## src/rtl/dmem_arb_pkg.sv

```systemverilog
// Shared types and widths for the data-memory arbiter.
package dmem_arb_pkg;

  // Which requester owns the data-memory port this cycle.
  typedef enum logic [1:0] {
    GNT_NONE = 2'd0,
    GNT_CORE = 2'd1,
    GNT_EXT  = 2'd2
  } gnt_e;

  localparam int STORE_TYPE_W = 2;
  localparam int LOAD_TYPE_W  = 3;

  // Starvation counter width; the limit must fit (1..15).
  localparam int CNT_W = 4;

endpackage

```

## src/rtl/dmem_starve_ctr.sv

```systemverilog
// Saturating up-counter with synchronous clear, used to bound how long
// ext can lose contention to the core.
module dmem_starve_ctr
  import dmem_arb_pkg::*;
#(
  parameter int LIMIT = 4,
  parameter int W     = CNT_W
) (
  input  logic         clk,
  input  logic         rst,
  input  logic         clr,
  input  logic         inc,
  output logic [W-1:0] cnt,
  output logic         at_limit
);

  logic [W-1:0] cnt_q;
  logic [W-1:0] cnt_d;

  assign cnt      = cnt_q;
  assign at_limit = (cnt_q == W'(LIMIT));

  // Next count: clear wins over increment; hold once the limit is reached.
  always_comb begin
    cnt_d = cnt_q;
    if (clr) begin
      cnt_d = '0;
    end else if (inc && !at_limit) begin
      cnt_d = cnt_q + W'(1);
    end
  end

  // Count register.
  always_ff @(posedge clk or posedge rst) begin
    if (rst) begin
      cnt_q <= '0;
    end else begin
      cnt_q <= cnt_d;
    end
  end

endmodule

```

## src/rtl/dmem_arbiter.sv

```systemverilog
// Data-memory port arbiter: core (MEM stage) has priority, ext (loader/debug)
// gets a forced slot after STARVE_LIMIT lost contention cycles.
module dmem_arbiter
  import dmem_arb_pkg::*;
#(
  parameter int STARVE_LIMIT = 4,
  parameter int ADDR_W       = 12
) (
  input  logic                    clk,
  input  logic                    rst,
  input  logic                    core_valid,
  input  logic                    core_mem_write,
  input  logic [STORE_TYPE_W-1:0] core_store_type,
  input  logic [LOAD_TYPE_W-1:0]  core_load_type,
  input  logic [ADDR_W-1:0]       core_addr,
  input  logic [31:0]             core_wdata,
  output logic [31:0]             core_rdata,
  output logic                    core_stall,
  input  logic                    ext_req,
  input  logic                    ext_we,
  input  logic [STORE_TYPE_W-1:0] ext_store_type,
  input  logic [LOAD_TYPE_W-1:0]  ext_load_type,
  input  logic [ADDR_W-1:0]       ext_addr,
  input  logic [31:0]             ext_wdata,
  output logic                    ext_ack,
  output logic [31:0]             ext_rdata,
  output logic                    mem_write,
  output logic [STORE_TYPE_W-1:0] mem_store_type,
  output logic [LOAD_TYPE_W-1:0]  mem_load_type,
  output logic [ADDR_W-1:0]       mem_addr,
  output logic [31:0]             mem_wdata,
  input  logic [31:0]             mem_read_data
);

  gnt_e             gnt;
  logic             ext_ok;
  logic             ext_ack_q;
  logic             ext_ack_d;
  logic [31:0]      ext_rdata_q;
  logic [31:0]      ext_rdata_d;
  logic [CNT_W-1:0] starve_cnt;
  logic             starve_hit;
  logic             cnt_clr;
  logic             cnt_inc;

  // The ack cycle is a forced bubble so a held ext_req cannot be granted twice.
  assign ext_ok = ext_req & ~ext_ack_q;

  // Per-cycle grant: core first unless ext has waited long enough.
  always_comb begin
    gnt = GNT_NONE;
    if (ext_ok && (!core_valid || starve_hit)) begin
      gnt = GNT_EXT;
    end else if (core_valid) begin
      gnt = GNT_CORE;
    end
  end

  // Memory port mux; write enable only for the granted side.
  always_comb begin
    mem_addr       = core_addr;
    mem_wdata      = core_wdata;
    mem_store_type = core_store_type;
    mem_load_type  = core_load_type;
    mem_write      = 1'b0;
    case (gnt)
      GNT_EXT: begin
        mem_addr       = ext_addr;
        mem_wdata      = ext_wdata;
        mem_store_type = ext_store_type;
        mem_load_type  = ext_load_type;
        mem_write      = ext_we;
      end
      GNT_CORE: mem_write = core_mem_write;
      default:  mem_write = 1'b0;
    endcase
  end

  assign core_stall = core_valid & (gnt == GNT_EXT);
  assign core_rdata = mem_read_data;

  // Count only cycles where ext was eligible and lost to the core.
  assign cnt_clr = (gnt == GNT_EXT) | ~ext_ok;
  assign cnt_inc = (gnt == GNT_CORE) & ext_ok;

  dmem_starve_ctr #(
    .LIMIT (STARVE_LIMIT),
    .W     (CNT_W)
  ) u_starve (
    .clk      (clk),
    .rst      (rst),
    .clr      (cnt_clr),
    .inc      (cnt_inc),
    .cnt      (starve_cnt),
    .at_limit (starve_hit)
  );

  // Ack pulse and ext load capture for the next edge.
  always_comb begin
    ext_ack_d   = (gnt == GNT_EXT);
    ext_rdata_d = ext_rdata_q;
    if ((gnt == GNT_EXT) && !ext_we) begin
      ext_rdata_d = mem_read_data;
    end
  end

  // Ext handshake registers.
  always_ff @(posedge clk or posedge rst) begin
    if (rst) begin
      ext_ack_q   <= 1'b0;
      ext_rdata_q <= '0;
    end else begin
      ext_ack_q   <= ext_ack_d;
      ext_rdata_q <= ext_rdata_d;
    end
  end

  assign ext_ack   = ext_ack_q;
  assign ext_rdata = ext_rdata_q;

endmodule
```

## config.mk

```make
export PLATFORM = sky130hd
export DESIGN_NAME = dmem_arbiter
export DESIGN_NICKNAME = d
export VERILOG_FILES = /design/src/rtl/dmem_arb_pkg.sv /design/src/rtl/dmem_starve_ctr.sv /design/src/rtl/dmem_arbiter.sv
export SDC_FILE = /design/constraint.sdc
export NUM_CORES = 1
export LEC_CHECK = 0
export CORE_ASPECT_RATIO = 1.1
export CORE_MARGIN = 4
export CORE_UTILIZATION = 26
export DETAILED_ROUTE_END_ITERATION = 10
export GPL_ROUTABILITY_DRIVEN = 0
export GPL_TIMING_DRIVEN = 0
export HOLD_SLACK_MARGIN = 0.08
export MAX_ROUTING_LAYER = met4
export PLACE_DENSITY = 0.78
export SYNTH_ARGS = -nofsm -noshare
export SYNTH_HDL_FRONTEND = slang
export SYNTH_SLANG_ARGS = --single-unit
```

## constraint.sdc

```tcl
create_clock -name clk -period 1.8 [get_ports clk]
set_clock_uncertainty 0.05 [all_clocks]
set_input_delay 0.18 -clock clk [delete_from_list [all_inputs] [get_ports clk]]
set_output_delay 0.18 -clock clk [all_outputs]
set_load 0.01 [all_outputs]
```

==> metrics <==
status finished, violations left; failing checks negative setup slack; Synthesis Warnings 0; # fillers 658; Pwr Density 612.8 mW/mm^2; Total Die Area 0.01052 sq mm; initial antenna violation count 0; Max Cap Viol 0; Synth top area share 39.81%; Ports 252; TritonCTS clock tree yes; vias in the first global route 2,711; Gate power share 48.0%; Via Count 2,501; clock tree sinks 37; ratio of cells with drive above 1 in the final layout 45.38%; required time worst endpoint 1.57 ns; hpwl dp 8748 um; FF-to-FF End ext_rdata[18]; Crit path max-delay family buffers and inverters; Int Power 0.002580 W; CTS Buf Count 5; global-route wire length before repair 15,630 um; Compound-Gate Fraction of Synth Area 1.668%; register area 925.9 sq um; Mapped Nets 319; Final Setup Violations 82; Fin. Hold Viols 0; Critical Path Start Type flop; Worst R2R Start u_starve.cnt[0]; final instance area 0.005709 sq mm; Worst setup EP type primary output; Port Buffer Count 251; maximum VDD drop 331.6 uV; Cell Area, Synth 0.002326 sq mm; CP Max Fanout 5; First DRT Iteration DRCs 41; WL final 11,010 um; commonest non-fill, non-tap cell in the layout clkdlybuf4s50_1; post-synth top area cell dfrtp_1; Fmax 439.9 MHz; Clock Latency Late Sink 0.29 ns; setup ws final -0.4735 ns; Seq/Total Area, Yosys 39.81%; simple-gate share of the synthesized area 3.443%; share of power burned in registers 30.8%; worst reg-to-reg path cell count 10; pin slew with the least headroom to its limit 0.7740 ns; global route total overflow 0; Cells after Synth 181; min cycle time layout 2.273 ns; Die X 98.18 um; area grow syn2layout 145.5%; CTS clk-pin slew, worst paths 0.07 ns; RSZ-0062 raised after global routing yes; CTS H-Tree Depth 2; Net Switching 0.0009184 W; max-slew violation count 0; Synth Area in Adders 1.076%; root buffer cell clkbuf_8; largest family of logic cells by synthesized area multiplexers; number of synthesized register bits 37; Slew HR 48.33%; Setup crit start u_starve.cnt[0]; Die Ht 107.2 um; maximum root-to-sink buffer count 2; crit-path most repeated cell buf_6; Initial Util 27.24%; Slowest cell on crit path dfrtp_1; Nets 602; min-delay worst type in2async; number of cells on the critical path 9; Yosys cell types 20; Placed Area 0.004977 sq mm; reg2reg setup slack -0.32 ns; Rows 35; hold buffer count at CTS 0; CP bufs+invs 5; largest net degree at the start of global routing 38; CP cell instances inv_2 > ha_4 > nand3b_4 > a21oi_4 > buf_6 > buf_8 > buf_6 > mux2_4 > buf_6; Post-DRT Antenna Nets 0; Post-route DRC 0; synth top area cells dfrtp_1 (40%), mux2_2 (38%), buf_4 (12%); switch share 26.25%; Util after Layout 66.86%; crit path DAT 2.04 ns; Final period util 126.3%; first drt pass iteration count 4; commonest non-fill, non-tap cells in the layout clkdlybuf4s50_1 (200), mux2_4 (55), buf_6 (52), buf_4 (43), dfrtp_1 (37); core area 0.008539 sq mm; critical path class reg2out; area of the multi-input gates 0.001303 sq mm; vias per std cell 4.342; leakage 2.527 nW; drt wl/cell 19.12 um; Worst Setup EP mem_wdata[13]; overall routing resource usage 20.15%; diode count 0; xor-xnor portion of the synthesized cell area 0.7531%; Avg Inst Size Synth 12.85 sq um; clock network fraction of total power 21.2%; mux share of post-synthesis cell area 39.21%; CP peak stage delay 0.40 ns
==> how the worst min path moves through the flow <==
stage                      startpoint  slack, ns            end
floorplan           mem_read_data[11]       0.26  ext_rdata[11]
global route                      rst       0.40  ext_rdata[13]
finish                            rst       0.32  ext_rdata[14]
global placement        ext_rdata[12]       0.42  ext_rdata[12]
CTS                               rst       0.34  ext_rdata[14]
detailed placement      ext_rdata[12]       0.43  ext_rdata[12]
==> logic make-up after synthesis <==
logic type	Yosys count
XOR/XNOR	2
adder cells (fa/ha/maj)	2
multiplexers	81
AO/OA/AOI/OAI	3
flip-flops	37
buffers and inverters	44
AND/OR/NAND/NOR	12
==> state kept, by name, indices dropped and copies added, names as in the netlist <==
register and count:
u_starve.cnt 4, ext_ack 1, ext_rdata 32
==> metal layers <==
layer	wire length [um]	share of wire [%]	track usage, %	vias to the layer above
li1	-	-	-	1168
met1	3743	34	20.09	1164
met2	5666	51	35.02	161
met3	1487	14	10.41	8
met4	116	1.1	5.073	0
met5	0	0	-	-
==> final cells by class <==
class,count,share of cell area [%]
inverter,4,0.2630
sequential,37,16.22
timing repair buffer,277,50.19
multi-input combinational,100,22.81
tap,111,2.433
clock buffer,7,1.512
clock inverter,1,0.5260
buffer,39,6.049
==> metrics by stage <==
stage | worst slack, ns | total power [W] | setup TNS, ns | std cells | hold WS [ns]
final | -0.4735 | 0.003498 | -26.82 | 576 | 0.3211
after global routing | -0.5519 | 0.003662 | -32.65 | 576 | 0.4033
after CTS | -0.5400 | 0.003454 | -26.39 | 574 | 0.3410
after detailed placement | -0.8741 | 0.002568 | -45.96 | 543 | 0.4260
after global placement | -0.8485 | 0.002539 | -47.42 | 543 | 0.4202
after floorplan | 0.02158 | 0.001590 | 0 | 181 | 0.2647
==> power groups by stage <==
stage | sequential [W] | combinational (W) | clock [W]
global placement | 0.00108 | 0.00146 | 0
detailed placement | 0.00109 | 0.00148 | 0
CTS | 0.00107 | 0.00162 | 0.000761
floorplan | 0.00116 | 0.000432 | 0
finish | 0.00108 | 0.00168 | 0.000742
global route | 0.00110 | 0.00177 | 0.000795
==> what timing repair did <==
| item | CTS | global route |
|---|---|---|
| buffers inserted | 17 | 6 |
| endpoints found under the hold margin | 0 | 0 |
| gates resized for setup | 299 | 47 |
| gates cloned | 6 | 0 |
| pin swaps | 2 | 3 |
| endpoints found under the setup margin | 81 | 83 |
==> cells in the mapped netlist, drive strengths merged <==
library cell	count
mux2	81
buf	40
dfrtp	37
inv	4
nor3	4
ha	2
nand2	2
a211oi	1
a21oi	1
a32o	1
and3	1
and3b	1
nand2b	1
nand3	1
nand3b	1
nor2b	1
xnor2	1
xor2	1
Note: power is estimated with default switching activity, not from simulation.
